File: src/rtl/reg_bank_arbiter.sv
// Two-requester round-robin write arbiter in front of a five-entry PWM/enable register bank.
// Optional macro SHADOW_COMMIT_EN: writes land in shadow registers and reach the outputs on commit.
module reg_bank_arbiter #(
  parameter logic [7:0] DUTY_RST     = 8'h00,
  parameter bit         PRIO_A_FIRST = 1'b1
) (
  input  logic       clk,
  input  logic       rst,
  input  logic       a_req,
  input  logic [6:0] a_addr,
  input  logic [7:0] a_data,
  output logic       a_ack,
  input  logic       b_req,
  input  logic [6:0] b_addr,
  input  logic [7:0] b_data,
  output logic       b_ack,
  input  logic       commit,
  output logic [7:0] en_reg_out_7_0,
  output logic [7:0] en_reg_out_15_8,
  output logic [7:0] en_reg_pwm_7_0,
  output logic [7:0] en_reg_pwm_15_8,
  output logic [7:0] pwm_duty_cycle,
  output logic       err_addr
);

  localparam int DATA_W = 8;
  localparam int ADDR_W = 7;
  localparam int NREGS  = 5;

  typedef enum logic [1:0] {
    IDLE    = 2'd0,
    GRANT_A = 2'd1,
    GRANT_B = 2'd2,
    ACK     = 2'd3
  } state_t;

  state_t              r_state;
  logic                r_prio_a;
  logic                r_a_ack;
  logic                r_b_ack;
  logic                r_err;
  logic [ADDR_W-1:0]   r_addr_p0;
  logic [DATA_W-1:0]   r_data_p0;
  logic [DATA_W-1:0]   r_reg [NREGS];

  logic w_a_wins;
  logic w_any_req;
  logic w_mapped;
  logic w_wr;

  // Only one requester high: it wins outright; both high: the pointer decides.
  assign w_a_wins  = a_req & (~b_req | r_prio_a);
  assign w_any_req = a_req | b_req;
  assign w_mapped  = (r_addr_p0 < ADDR_W'(NREGS));
  assign w_wr      = ((r_state == GRANT_A) || (r_state == GRANT_B)) && w_mapped;

  always_ff @(posedge clk) begin
    if (rst) begin
      r_state  <= IDLE;
      r_prio_a <= PRIO_A_FIRST;
      r_a_ack  <= 1'b0;
      r_b_ack  <= 1'b0;
      r_err    <= 1'b0;
    end else begin
      r_a_ack <= 1'b0;
      r_b_ack <= 1'b0;
      r_err   <= 1'b0;
      case (r_state)
        IDLE: begin
          if (w_any_req) begin
            if (w_a_wins) begin
              r_state  <= GRANT_A;
              r_prio_a <= 1'b0;
            end else begin
              r_state  <= GRANT_B;
              r_prio_a <= 1'b1;
            end
          end
        end
        GRANT_A: begin
          r_state <= ACK;
          r_a_ack <= 1'b1;
          r_err   <= ~w_mapped;
        end
        GRANT_B: begin
          r_state <= ACK;
          r_b_ack <= 1'b1;
          r_err   <= ~w_mapped;
        end
        default: r_state <= IDLE;
      endcase
    end
  end

  // p0: winner's address/data captured on the IDLE->GRANT edge, held through GRANT
  always_ff @(posedge clk) begin
    if (r_state == IDLE) begin
      r_addr_p0 <= w_a_wins ? a_addr : b_addr;
      r_data_p0 <= w_a_wins ? a_data : b_data;
    end
  end

`ifdef SHADOW_COMMIT_EN
  logic [DATA_W-1:0] r_shd [NREGS];

  // Commit copies the shadow as it stood before any write landing on the same edge.
  always_ff @(posedge clk) begin
    if (rst) begin
      for (int i = 0; i < NREGS; i++) begin
        r_reg[i] <= (i == NREGS - 1) ? DUTY_RST : '0;
        r_shd[i] <= (i == NREGS - 1) ? DUTY_RST : '0;
      end
    end else begin
      for (int i = 0; i < NREGS; i++) begin
        if (commit) r_reg[i] <= r_shd[i];
        if (w_wr && (r_addr_p0 == ADDR_W'(i))) r_shd[i] <= r_data_p0;
      end
    end
  end
`else
  logic w_unused_commit;
  assign w_unused_commit = commit;

  always_ff @(posedge clk) begin
    if (rst) begin
      for (int i = 0; i < NREGS; i++)
        r_reg[i] <= (i == NREGS - 1) ? DUTY_RST : '0;
    end else begin
      for (int i = 0; i < NREGS; i++)
        if (w_wr && (r_addr_p0 == ADDR_W'(i))) r_reg[i] <= r_data_p0;
    end
  end
`endif

  assign a_ack           = r_a_ack;
  assign b_ack           = r_b_ack;
  assign err_addr        = r_err;
  assign en_reg_out_7_0  = r_reg[0];
  assign en_reg_out_15_8 = r_reg[1];
  assign en_reg_pwm_7_0  = r_reg[2];
  assign en_reg_pwm_15_8 = r_reg[3];
  assign pwm_duty_cycle  = r_reg[4];

endmodule

File: config.mk
export PLATFORM = sky130hd
export DESIGN_NAME = reg_bank_arbiter
export DESIGN_NICKNAME = d
export VERILOG_FILES = /design/src/rtl/reg_bank_arbiter.sv
export SDC_FILE = /design/constraint.sdc
export NUM_CORES = 1
export LEC_CHECK = 0
export CORE_ASPECT_RATIO = 0.7
export CORE_MARGIN = 3
export CORE_UTILIZATION = 48
export CTS_CLUSTER_SIZE = 16
export DETAILED_ROUTE_END_ITERATION = 10
export PLACE_DENSITY_LB_ADDON = 0.12
export SKIP_LAST_GASP = 1
export SYNTH_ARGS = -nofsm -noshare
export SYNTH_HDL_FRONTEND = slang
export SYNTH_SLANG_ARGS = --single-unit
File: constraint.sdc
create_clock -name clk -period 3.97 [get_ports clk]
set_input_delay 0.5955 -clock clk [delete_from_list [all_inputs] [get_ports clk]]
set_output_delay 0.5955 -clock clk [all_outputs]
set_load 0.1 [all_outputs]
==> flow_summary.json, run 1 <==
{
  "path_buf_inv": 1,
  "syn_nets": 160,
  "ys_ff_latch": 61,
  "yosysSeqAreaShare": 0.773,
  "drtIter0Drc": 54,
  "final_cell_area_mm2": 0.00334,
  "antenna_cells": 0,
  "synth_cells": 121,
  "gp_congestion": 0.694,
  "path_cells": "clkdlybuf4s50_1",
  "synth-edff-count": 55,
  "period_share": 0.609,
  "status": "complete, no violations",
  "yosysWarnings": 0,
  "grt_overflow_total": 0,
  "r2r-end": "r_reg[0][28]",
  "yosysMostFrequentCell": "edfxtp_1",
  "viasPerCell": 5.12,
  "drive_above_1_share": 0.185,
  "rr_worst_depth": 5,
  "drc": 0,
  "ir_drop_v": 0.000404,
  "port_buffers": 76,
  "hp-start": "r_state[0]",
  "clk_pin_slew_worst_paths_ps": 60,
  "synth_commonest_cells": "55 x edfxtp_1, 15 x mux2_2, 8 x and2_1, 6 x dfxtp_1, 5 x inv_1",
  "mappedNetlistArea_mm2": 0.00229,
  "die_area_mm2": 0.00565,
  "power_density_mw_per_mm2": 621,
  "largest_register_ffs": 40,
  "routed_wl_um": 4470,
  "dr.pass1.iters": 4,
  "hold_buffers": 0,
  "clock_skew_ps": 9.11,
  "wl_per_cell_um": 16.8,
  "p_leak_nw": 1.23,
  "crit_arrival_ps": 1820,
  "path_max_fanout": 1,
  "yosys-top-cells-area": "edfxtp_1 72%, mux2_2 7.4%, dfxtp_1 5.2%",
  "cts_htree_levels": 3,
  "cts_buffers": 9,
  "slew_violations": 0,
  "syn2layout_area_growth_pct": 45.9,
  "cts_num_sinks": 61,
  "crit_type": "register to primary output",
  "synth_area_per_cell_um2": 18.9,
  "yosysTopAreaCell": "edfxtp_1",
  "io_pins": 78,
  "clk_path_buf_depth": 2,
  "cp-startpoint": "r_reg[0][1]",
  "cts_setup_buffers": 0,
  "r2r-start": "r_state[0]",
  "cp_slowest_cell": "clkdlybuf4s50_1",
  "rows": 20,
  "antenna_found_initial": 0,
  "slew_headroom": 0.339,
  "startpoint_type": "register",
  "yosys.area.top_type_share": 0.721,
  "coreArea_mm2": 0.00448,
  "cp.required_ps": 3370,
  "finalHoldViolCount": 0,
  "die_x_um": 88.6,
  "rsz0062_at_grt": "false",
  "grtUsageTotal": 0.174,
  "final_nets": 245,
  "cts_tree": "built",
  "crit_family": "buffers and inverters",
  "ant_nets": 0,
  "grt_max_degree": 21,
  "vias": 1362,
  "max_stage_delay_ps": 1140,
  "finalSetupTns_ps": 0,
  "cts_root_buf": "clkbuf_8",
  "fin_crit_ps": 2420,
  "setup_viol": 0,
  "cp_num_cells": 1,
  "synth.distinct_cells": 27,
  "grt_first_pass_wirelength_um": 6980,
  "fp.dieH_um": 63.8,
  "synthArstFlopShare": 0,
  "grt_pass1_vias": 1375,
  "worstMarginPinSlew_ps": 989,
  "regToRegSetupSlack_ps": 1880,
  "dpl.hpwl_um": 3110,
  "endpoint_kind": "primary output",
  "max_freq_mhz": 414,
  "start_util": 0.511,
  "crit_end": "en_reg_out_7_0[1]",
  "placed_area_mm2": 0.00311,
  "maxCapViolCount": 0,
  "hp-class": "register to register",
  "clk_latency_ps": 340,
  "ctsResizeCount": 0,
  "synth_flop_cell": "edfxtp_1"
}
[metal layers]
layer  track usage  vias to the layer above  routed length, µm
met4        0.0547                        0                 91
met2         0.278                       72               2150
met3        0.0851                       12                448
li1              -                      636                  -
met1         0.208                      642               1780
met5             0                        -                  0
[cell type report]
cell class                      instances  area (µm²)
Sequential cell                        61        1770
Clock buffer                            9         124
Tap cell                               55        68.8
Clock inverter                          7         113
Multi-Input combinational cell         53         485
Inverter                                5        18.8
Fill cell                             256        1140
Timing Repair Buffer                   76         761
[worst min-delay path by stage]
stage            endpoint  slack [ps]  cells past startpoint
2_1_floorplan  r_state[1]         500                      1
3_3_place_gp     r_prio_a         530                      2
3_5_place_dp   r_state[0]         550                      1
4_1_cts        r_state[0]         570                      1
5_1_grt        r_state[0]         580                      1
6_report       r_state[0]         570                      1
[power breakdown]
part | leakage [nW] | total [mW] | internal (mW) | switching, mW
clock network | 0.121 | 0.649 | 0.414 | 0.234
logic | 0.495 | 0.540 | 0.159 | 0.380
registers | 0.612 | 0.886 | 0.832 | 0.0539
[logic make-up after synthesis]
kind of cell | synth area share
AOI/OAI and AO/OA | 0.0448
adders and majority gates | 0.0218
buffers and inverters | 0.0147
DFF | 0.773
muxes | 0.0737
and+or+nand+nor | 0.0716
[through the flow]
step / setup WS, ps / std cells / hold WS [ps] / util / total power [mW]
3_5_place_dp: 1800 / 250 / 551 / 0.693 / 1.44
2_1_floorplan: 2250 / 121 / 504 / - / 1.29
3_3_place_gp: 1820 / 250 / 534 / 0.693 / 1.42
4_1_cts: 1540 / 266 / 569 / 0.746 / 2.08
6_report: 1550 / 266 / 566 / 0.746 / 2.07
5_1_grt: 1500 / 266 / 580 / 0.746 / 2.15
[cells in the final DEF (no fill, tap or decap), types with 2 or more instances in the layout]
cell,count
nor2_1,2
a22o_1,2
ha_1,4
a31oi_1,2
nor2b_1,3
clkdlybuf4s50_1,76
a31o_1,3
and2_1,8
clkinv_2,2
edfxtp_1,55
dfxtp_1,6
bufinv_16,3
clkbuf_8,9
inv_1,5
mux2_2,15
Note: power is estimated with default switching activity, not from simulation.
==> inputs of run 2 (changes only) <==
--- a/config.mk
+++ b/config.mk
@@ -7,7 +7,7 @@
 export LEC_CHECK = 0
 export CORE_ASPECT_RATIO = 0.7
 export CORE_MARGIN = 3
-export CORE_UTILIZATION = 48
+export CORE_UTILIZATION = 40
 export CTS_CLUSTER_SIZE = 16
 export DETAILED_ROUTE_END_ITERATION = 10
 export PLACE_DENSITY_LB_ADDON = 0.12
==> constraint.sdc (replaced) <==
create_clock -name clk -period 2 [get_ports clk]
set_input_delay 0.3 -clock clk [delete_from_list [all_inputs] [get_ports clk]]
set_output_delay 0.3 -clock clk [all_outputs]
set_load 0.1 [all_outputs]
==> run 2 against run 1 <==
Final area is 0.71% lower. Critical path depth grew 5. Register-to-register slack worse by 1800 ps. Clock-buffer cell count stayed put. Sequential power grew 98%. Non-clock buffer count grew 7. Hold slack gained 0.57 ps. Final cell count grew 9.0%.
==> flow_summary.json, run 2 (synthesis gave the netlist of run 1 again) <==
{
  "status": "complete, no violations",
  "p_int_mw": 2.80,
  "finalHoldViolCount": 0,
  "rows": 22,
  "hp-class": "register to register",
  "slew_headroom": 0.732,
  "max_freq_mhz": 525,
  "start_util": 0.425,
  "multi_input_area_um2": 485,
  "clock_skew_ps": 5.96,
  "ctsResizeCount": 0,
  "power_density_mw_per_mm2": 1250,
  "nFillCells": 414,
  "switchingPower_mw": 1.34,
  "rsz0062_at_grt": "false",
  "cts_root_buf": "clkbuf_8",
  "vias": 1327,
  "cp-startpoint": "r_state[0]",
  "worstHoldPathCells": 1,
  "cts_num_sinks": 61,
  "syn2layout_area_growth_pct": 44.8,
  "ir_drop_v": 0.000529,
  "finalSetupTns_ps": 0,
  "grt_overflow_total": 0,
  "grt_first_pass_wirelength_um": 7050,
  "post-place-ws_ps": 98.1,
  "antenna_found_initial": 0,
  "final_nets": 252,
  "dr.pass1.iters": 4,
  "die_x_um": 96.5,
  "fp.dieH_um": 69.3,
  "clk_latency_ps": 330,
  "routed_wl_um": 4550,
  "hold_buffers": 0,
  "worstMarginPinSlew_ps": 400,
  "cts_tree": "built",
  "drtIter0Drc": 75,
  "r2r-start": "r_state[0]",
  "clk_pin_slew_worst_paths_ps": 70,
  "crit_arrival_ps": 1940,
  "hold_end": "r_state[1]",
  "drc": 0,
  "setup_viol": 0,
  "grt_max_degree": 16,
  "path_max_fanout": 8,
  "antenna_cells": 0,
  "grt_pass1_vias": 1408,
  "gp_congestion": 0.761,
  "hp-start": "r_state[1]",
  "seqCellArea_mm2": 0.00177,
  "layout_commonest_cell": "edfxtp_1",
  "cts_setup_buffers": 0,
  "coreArea_mm2": 0.00540,
  "largest_register_ffs": 40,
  "final_cell_mix": "55 x edfxtp_1, 50 x buf_4, 33 x clkdlybuf4s50_1, 15 x mux2_2, 9 x clkbuf_8",
  "wl_per_cell_um": 15.7,
  "cts_htree_levels": 3,
  "rr_worst_depth": 6,
  "port_buffers": 76,
  "r2r-end": "r_reg[0][26]",
  "period_share": 0.952,
  "endpoint_kind": "register",
  "p_leak_nw": 1.31,
  "die_area_mm2": 0.00669,
  "crit_type": "register to register",
  "fin_crit_ps": 1900,
  "power.share.switching": 0.324,
  "ant_nets": 0,
  "p_comb_frac": 0.259,
  "viasPerCell": 4.58,
  "startpoint_type": "register",
  "cp.required_ps": 2030,
  "slew_violations": 0,
  "dpl.hpwl_um": 3290,
  "grtUsageTotal": 0.145,
  "io_pins": 78,
  "cts_buffers": 9,
  "worst_slack_ps": 96.3,
  "clk_path_buf_depth": 2,
  "p_clk_frac": 0.317,
  "drive_above_1_share": 0.413,
  "regToRegSetupSlack_ps": 100,
  "maxCapViolCount": 0,
  "pwr-share-seq": 0.423
}
## run 2: cell types whose count changed in the layout (fill, tap and decap cells not counted), sizes merged
cell	before	now
clkinv	3	1
buf	0	50
clkdlybuf4s50	76	33
clkinvlp	0	2
## run 2: worst max-delay path by stage
| stage | slack, ps | endpoint | cells after the start |
|---|---|---|---|
| 2_1_floorplan | 280 | r_reg[0][16] | 5 |
| 3_3_place_gp | 140 | r_data_p0[4] | 4 |
| 3_5_place_dp | 100 | r_reg[0][27] | 6 |
| 4_1_cts | 90 | r_reg[0][24] | 6 |
| 5_1_grt | 0.1 | r_reg[0][24] | 6 |
| 6_report | 100 | r_reg[0][26] | 6 |
## run 2: critical path, stage by stage, from the launching register on
cell and delay (ps):
dfxtp_1 390, inv_1 80, ha_1 370, inv_1 120, nor3b_4 260, a31o_1 190
buf_4 200
## run 2: power by group through the flow
stage | combinational [mW] | sequential [mW] | clock [mW]
floorplan | 0.348 | 2.21 | 0
global placement | 1.06 | 1.77 | 0
detailed placement | 1.08 | 1.78 | 0
CTS | 1.08 | 1.75 | 1.34
global route | 1.14 | 1.77 | 1.40
finish | 1.07 | 1.75 | 1.31
## run 2: through the flow
step                cells  area [µm²]  hold WS [ps]   util  power [mW]
floorplan             121        2290           504      -        2.56
global placement      274        3070           525  0.569        2.83
detailed placement    274        3070           547  0.569        2.86
CTS                   290        3320           566  0.615        4.17
global route          290        3320           580  0.615        4.31
finish                290        3320           566  0.615        4.14
## run 2: layout make-up
class,count,area share
Clock buffer,9,0.0373
Clock inverter,7,0.0370
Inverter,5,0.00566
Multi-Input combinational cell,53,0.146
Sequential cell,61,0.534
Tap cell,72,0.0271
Timing Repair Buffer,83,0.213
## run 2: layer usage
layer / GRT usage / wire (µm) / up-vias
li1: - / - / 649
met1: 0.184 / 2030 / 617
met2: 0.222 / 2150 / 59
met3: 0.0738 / 350 / 2
met4: 0.0358 / 25 / 0
met5: 0 / 0 / -
==> inputs of run 3 (changes only) <==
--- a/config.mk
+++ b/config.mk
@@ -10,6 +10,7 @@
 export CORE_UTILIZATION = 40
 export CTS_CLUSTER_SIZE = 16
 export DETAILED_ROUTE_END_ITERATION = 10
+export GPL_TIMING_DRIVEN = 0
 export PLACE_DENSITY_LB_ADDON = 0.12
 export SKIP_LAST_GASP = 1
 export SYNTH_ARGS = -nofsm -noshare
==> run 3 against run 2 <==
Largest power group unchanged. Critical path depth fell by 1. Combinational power barely moved. Highest routed layer unchanged. Fmax rose by 1.0%. Register-to-register slack improved by 20 ps. Non-clock buffer count fell by 5. Via count rose by 1.1%. First-iteration DRC count fell by 35%. Setup slack improved by 19 ps. Sequential cell count did not move. Power fell by 5.9%. Sequential share of layout area rose by 0.20 points.
==> flow_summary.json, run 3 (synthesis gave the netlist of run 1 again) <==
{
  "status": "complete, no violations",
  "coreArea_mm2": 0.00540,
  "port_buffers": 76,
  "dp_cells": 269,
  "path_common_cell": "inv_1",
  "cts_root_buf": "clkbuf_8",
  "die_area_mm2": 0.00669,
  "nFillCells": 436,
  "power_density_mw_per_mm2": 1180,
  "path_cells": "inv_1, ha_2, inv_1, nor3b_4, a31o_2",
  "setup_viol": 0,
  "seqCellArea_mm2": 0.00177,
  "cts_setup_buffers": 0,
  "die_x_um": 96.5,
  "finalSetupTns_ps": 0,
  "cp.required_ps": 2000,
  "routed_wl_um": 4600,
  "regToRegSetupSlack_ps": 120,
  "worstMarginPinSlew_ps": 981,
  "rr_worst_depth": 5,
  "slew_headroom": 0.349,
  "worstHoldPathCells": 1,
  "crit_arrival_ps": 1890,
  "cts_buffers": 9,
  "slew_violations": 0,
  "max_freq_mhz": 531,
  "drc": 0,
  "grt_overflow_total": 0,
  "start_util": 0.425,
  "grt_pass1_vias": 1427,
  "ant_nets": 0,
  "multi_input_area_um2": 497,
  "hold_buffers": 0,
  "crit_type": "register to register",
  "largest_register_ffs": 40,
  "placed_area_mm2": 0.00314,
  "antenna_found_initial": 0,
  "startpoint_type": "register",
  "rsz0062_at_grt": "true",
  "clk_pin_slew_worst_paths_ps": 60,
  "hp-class": "register to register",
  "route.met3.wl_um": 376,
  "drive_above_1_share": 0.197,
  "clock_skew_ps": 9.83,
  "cts_htree_levels": 3,
  "final_cell_mix": "55 x edfxtp_1, 43 x dlygate4sd2_1, 33 x clkdlybuf4s50_1, 15 x mux2_2, 12 x clkbuf_8",
  "drtIter0Drc": 49,
  "clk_path_buf_depth": 2,
  "grtUsageTotal": 0.154,
  "grt_max_degree": 21,
  "hold_end": "r_state[0]",
  "rows": 22,
  "path_max_fanout": 8,
  "final_cells": 285,
  "maxCapViolCount": 0,
  "syn2layout_area_growth_pct": 44.3,
  "final_nets": 247,
  "wl_per_cell_um": 16.1,
  "viasPerCell": 4.71,
  "antenna_cells": 0,
  "fp.dieH_um": 69.3,
  "p_leak_nw": 1.33,
  "r2r-end": "r_reg[0][23]",
  "max_stage_delay_ps": 390,
  "wl_met1_um": 2000,
  "layout_commonest_cell": "edfxtp_1",
  "dr.pass1.iters": 4,
  "dr_wl_met2_um": 2180,
  "final_cell_area_mm2": 0.00331,
  "dr.max_layer_used": "met4",
  "ir_drop_v": 0.000534,
  "vias": 1341,
  "r2r-start": "r_state[1]",
  "hp-start": "r_state[0]",
  "cts_num_sinks": 61,
  "fin_crit_ps": 1880,
  "cts_tree": "built",
  "endpoint_kind": "register",
  "finalHoldViolCount": 0,
  "period_share": 0.942,
  "cp-startpoint": "r_state[1]",
  "dpl.hpwl_um": 3310,
  "cp_slowest_cell": "dfxtp_1",
  "grt_first_pass_wirelength_um": 7410,
  "io_pins": 78,
  "clk_latency_ps": 330,
  "gp_congestion": 0.737
}
==> run 3: cell types whose count changed in the layout (fill, tap and decap cells not counted), moves of 2 or more <==
| cell | before | now |
|---|---|---|
| a31o_1 | 3 | 0 |
| a31o_2 | 1 | 3 |
| buf_4 | 50 | 0 |
| bufinv_16 | 3 | 1 |
| clkbuf_1 | 0 | 4 |
| clkbuf_8 | 9 | 12 |
| clkinvlp_4 | 2 | 0 |
| dlygate4sd2_1 | 0 | 43 |
==> run 3: cell type report <==
type                    count  area share
flip-flops and latches     61       0.536
multi-input cells          53       0.150
clock inverters             1     0.00908
inverters                   5     0.00568
well taps                  72      0.0273
plain buffers               2     0.00454
repair buffers             76       0.214
clock buffers              15      0.0534
==> run 3: how the worst max path moves through the flow <==
stage                   endpoint  slack (ps)
finish              r_reg[0][23]         120
global route        r_reg[0][23]         -20
CTS                 r_reg[0][31]          80
detailed placement  r_reg[0][27]         -60
global placement    r_reg[0][27]          -5
floorplan           r_reg[0][16]         280
==> run 3: critical path: cells and delay by family (launching register included) <==
family	cells	cell delay [ps]
DFF	1	390
adders and majority gates	1	360
AOI/OAI and AO/OA	1	360
and+or+nand+nor	1	270
buffers and inverters	2	180
==> run 3: per-layer routing <==
metal | up-vias | GRT usage
met1 | 636 | 0.188
li1 | 636 | -
met4 | 0 | 0.0560
met3 | 4 | 0.0662
met5 | - | 0
met2 | 65 | 0.242
==> run 3: repair_timing <==
| item | CTS | global route |
|---|---|---|
| pin swaps | 0 | 0 |
| endpoints found under the setup margin | 67 | 18 |
| gates cloned | 0 | 0 |
| gates resized for setup | 46 | 2 |
==> run 3: power by group <==
part | total [mW] | internal [mW] | switching [mW]
Combinational | 1.04 | 0.289 | 0.748
Clock | 1.11 | 0.680 | 0.432
Sequential | 1.75 | 1.65 | 0.0995
==> run 3: stage by stage <==
step | setup WS (ps) | utilization | hold slack, ps | power, mW
after CTS | 82.4 | 0.611 | 565 | 3.92
after detailed placement | -62.6 | 0.582 | 549 | 2.86
after floorplan | 280 | - | 504 | 2.56
after global routing | -15.1 | 0.613 | 608 | 4.07
final | 115 | 0.613 | 560 | 3.90
after global placement | -4.55 | 0.582 | 525 | 2.83
==> patch 1: new RTL, config.mk and constraints of run 3 <==
Build with the macro `SHADOW_COMMIT_EN` defined.
--- a/src/rtl/reg_bank_arbiter.sv
+++ b/src/rtl/reg_bank_arbiter.sv
@@ -1,5 +1,7 @@
 // Two-requester round-robin write arbiter in front of a five-entry PWM/enable register bank.
 // Optional macro SHADOW_COMMIT_EN: writes land in shadow registers and reach the outputs on commit.
+`define SHADOW_COMMIT_EN
+
 module reg_bank_arbiter #(
   parameter logic [7:0] DUTY_RST     = 8'h00,
   parameter bit         PRIO_A_FIRST = 1'b1
Function: changed (Yosys sat finds a counterexample within 4 cycles, from zero or initial values and one cycle with rst high).
==> patch 1 against run 3 <==
- worst setup slack better by 0.017 ns
- cell count is 47% higher
- total power is 42% higher
- hold slack worse by 0.044 ns
- area after synthesis is 65% higher
- routed wire length is 34% higher
- critical path type is now input pin to register
- cell area is 49% higher
- critical endpoint is now r_reg[0][7]
- sequential cell count is 40 higher
==> patch 1: results (changes against run 3) <==
- Run status: complete, no violations (unchanged)
- Worst path top cell family by delay: buffers and inverters (was flip-flops)
- Metal2 WL: 2750 um (was 2180 um)
- Largest net degree at the start of global routing: 41 (was 21)
- Met3 routed WL: 377 um (was 376 um)
- Post-synth EDFFs: 95 (was 55)
- Largest vdd supply drop: 397 uV (was 534 uV)
- CP max FO: 40 (was 8)
- CP max stage delay: 0.57 ns (was 0.39 ns)
- Vias per cell: 4.53 (was 4.71)
- Top cells by count, synth: edfxtp_1 (95), and2_1 (48), mux2_2 (15) (was edfxtp_1 (55), mux2_2 (15), and2_1 (8))
- Seq group: 0.00273 W (was 0.00175 W)
- Leakage power: 1.96 nW (was 1.33 nW)
- Arr. time, crit path: 1.84 ns (was 1.89 ns)
- Met2 Use GR: 19.0% (was 24.2%)
- Met3 Usage GRT: 3.83% (was 6.62%)
- Fin nets: 334 (was 247)
- DP Area: 4690 sq um (was 3140 sq um)
- Syn Nets: 246 (was 160)
- Max cap viols: 0 (unchanged)
- Post-Syn Instances: 207 (was 121)
- Wl on met1: 2950 um (was 2000 um)
- Yosys cell types: 27 (unchanged)
- Met1 GRT Util: 16.3% (was 18.8%)
- Dpl cells: 404 (was 269)
- Slowest cell on crit path: or2_4 (was dfxtp_1)
- Sequential share of power: 49.2% (was 44.9%)
- Vias in the first global route: 1916 (was 1427)
- Root Driver: clkbuf_16 (was clkbuf_8)
- Share of layout cells above drive strength 1: 14.3% (was 19.7%)
- Port Buf Inserts: 77 (was 76)
- Final std cells w/o fill: 420 (was 285)
- DP Wirelength: 4330 um (was 3310 um)
- Comb. pwr: 0.00113 W (was 0.00104 W)
- DR WL/cell: 14.7 um (was 16.1 um)
- Clock Skew: 0.00585 ns (was 0.00983 ns)
- FF+latch count, synth: 101 (was 61)
- Register area share after synthesis: 78.9% (was 77.3%)
- Finished Cell Area: 4930 sq um (was 3310 sq um)
- GP Congestion: 0.707 (was 0.737)
- Total GRT Usage: 12.3% (was 15.4%)
- Multi-input gate area: 753 sq um (was 497 sq um)
- Global-route wire length before repair: 9610 um (was 7410 um)
- FILL cells: 717 (was 436)
- Power Internal: 0.00391 W (was 0.00262 W)
[patch 1: layout make-up]
type | count | area share (%)
timing repair buffer | 77 | 14.5
tap | 120 | 3.04
buffer | 6 | 0.609
inverter | 5 | 0.380
clock buffer | 11 | 4.72
clock inverter | 5 | 1.19
sequential | 101 | 60.3
multi-input combinational | 95 | 15.3
[patch 1: final timing paths]
path | startpoint | end | slack [ns]
worst min register to register | r_shd[0][39] | r_reg[0][39] | 0.52
worst min-delay path | r_shd[0][39] | r_reg[0][39] | 0.52
worst max-delay path | rst | r_reg[0][7] | 0.13
worst max register to register | r_state[1] | r_shd[0][17] | 0.14
[patch 1: logic make-up (layout without fill, tap and decap cells)]
family | Yosys count | count (layout) | share of synthesized area (%)
simple gates | 63 | 63 | 11.3
mux | 15 | 15 | 4.48
buf+inv | 11 | 104 | 1.29
fa+ha+maj | 4 | 4 | 1.33
flops | 101 | 101 | 78.9
compound gates | 13 | 13 | 2.72
==> patch 2: new RTL, config.mk and constraints of run 3 <==
Made on the original files. The 4 states of `state_t` get a one-hot encoding in 4 bits.
--- a/src/rtl/reg_bank_arbiter.sv
+++ b/src/rtl/reg_bank_arbiter.sv
@@ -27,11 +27,11 @@
   localparam int ADDR_W = 7;
   localparam int NREGS  = 5;
 
-  typedef enum logic [1:0] {
-    IDLE    = 2'd0,
-    GRANT_A = 2'd1,
-    GRANT_B = 2'd2,
-    ACK     = 2'd3
+  typedef enum logic [3:0] {
+    IDLE    = 4'b0001,
+    GRANT_A = 4'b0010,
+    GRANT_B = 4'b0100,
+    ACK     = 4'b1000
   } state_t;
 
   state_t              r_state;
Check against the original RTL: same outputs for any inputs over 10 cycles, from zero or initial values and one cycle with rst high; not proved beyond that.
==> patch 2 against run 3 <==
- cell area rose by 0.79%
- clock skew fell by 0.0044 ns
- area after synthesis barely moved
- sequential cell count rose by 2
- utilization rose by 0.49 points
- cell count rose by 0.70%
- critical path depth fell by 2
- critical endpoint is now r_reg[0][16]
- worst setup slack got worse by 0.036 ns
- count of clock-buffer cells in the layout fell by 6
- total power fell by 23%
- hold slack got worse by 0.072 ns
- via count rose by 1.5%
- routed wire length rose by 3.7%
==> patch 2: results (changes against run 3) <==
- Run status: complete, no violations (unchanged)
- Register area share after synthesis: 79.1% (was 77.3%)
- Postcts setup bufs: 1 (was 0)
- Global-route wire length before repair: 7380 um (was 7410 um)
- Non-clock buffer share: 21.4% (was 21.8%)
- Leakage power: 1.33 nW (about the same)
- Power Internal: 0.00214 W (was 0.00262 W)
- Post-synthesis mux area share: 7.38% (was 7.37%)
- Metal2 WL: 2360 um (was 2180 um)
- Final std cells w/o fill: 287 (was 285)
- DP Area: 3140 sq um (about the same)
- Clock buffers: 9 (was 15)
- Worst Tran Pin Value: 1.07 ns (was 0.981 ns)
- Met3 Usage GRT: 8.68% (was 6.62%)
- Top cells by area, synth: edfxtp_1 (72%), mux2_2 (7.4%), dfxtp_1 (7.0%), and2_1 (2.2%), nor4b_2 (1.3%) (was edfxtp_1 (72%), mux2_2 (7.4%), dfxtp_1 (5.2%), and2_1 (2.2%), ha_1 (2.2%))
- Yosys cell types: 26 (was 27)
- Wl on met1: 1950 um (was 2000 um)
- Clock group: 0.000904 W (was 0.00111 W)
- FF+latch count, synth: 63 (was 61)
- Die W: 96.4 um (was 96.5 um)
- Final Util: 61.8% (was 61.3%)
- Setup crit end: r_reg[0][16] (was r_reg[0][23])
- Clock Skew: 0.00544 ns (was 0.00983 ns)
- Vias per cell: 4.74 (was 4.71)
- Largest vdd supply drop: 487 uV (was 534 uV)
- ClkCell Share: 4.92% (was 6.25%)
patch 2: cell types whose count changed after synthesis, moves of 2 or more:
cell and delta:
a31o_2 +2, nor4b_2 +2, a21o_1 +2, dfxtp_1 +2, nand2_1 +2, nor3b_1 +2, nor2b_1 -3, ha_1 -4
a31o_1 -3, a22o_1 -2, a31oi_1 -2
patch 2: cell families after synthesis:
kind of cell,count (synthesis)
muxes,15
buffers and inverters,7
AOI/OAI and AO/OA,12
DFF,63
and+or+nand+nor,24
xor gates and xnor gates,1
patch 2: how the worst min path moves through the flow:
stage | start | to | slack [ns] | cells past startpoint
6_report | rst | r_state[0] | 0.49 | 2
4_1_cts | rst | r_state[0] | 0.44 | 2
2_1_floorplan | b_req | r_prio_a | 0.46 | 1
5_1_grt | rst | r_state[0] | 0.50 | 2
3_5_place_dp | r_state[1] | b_ack | 0.54 | 1
3_3_place_gp | r_prio_a | r_prio_a | 0.53 | 2
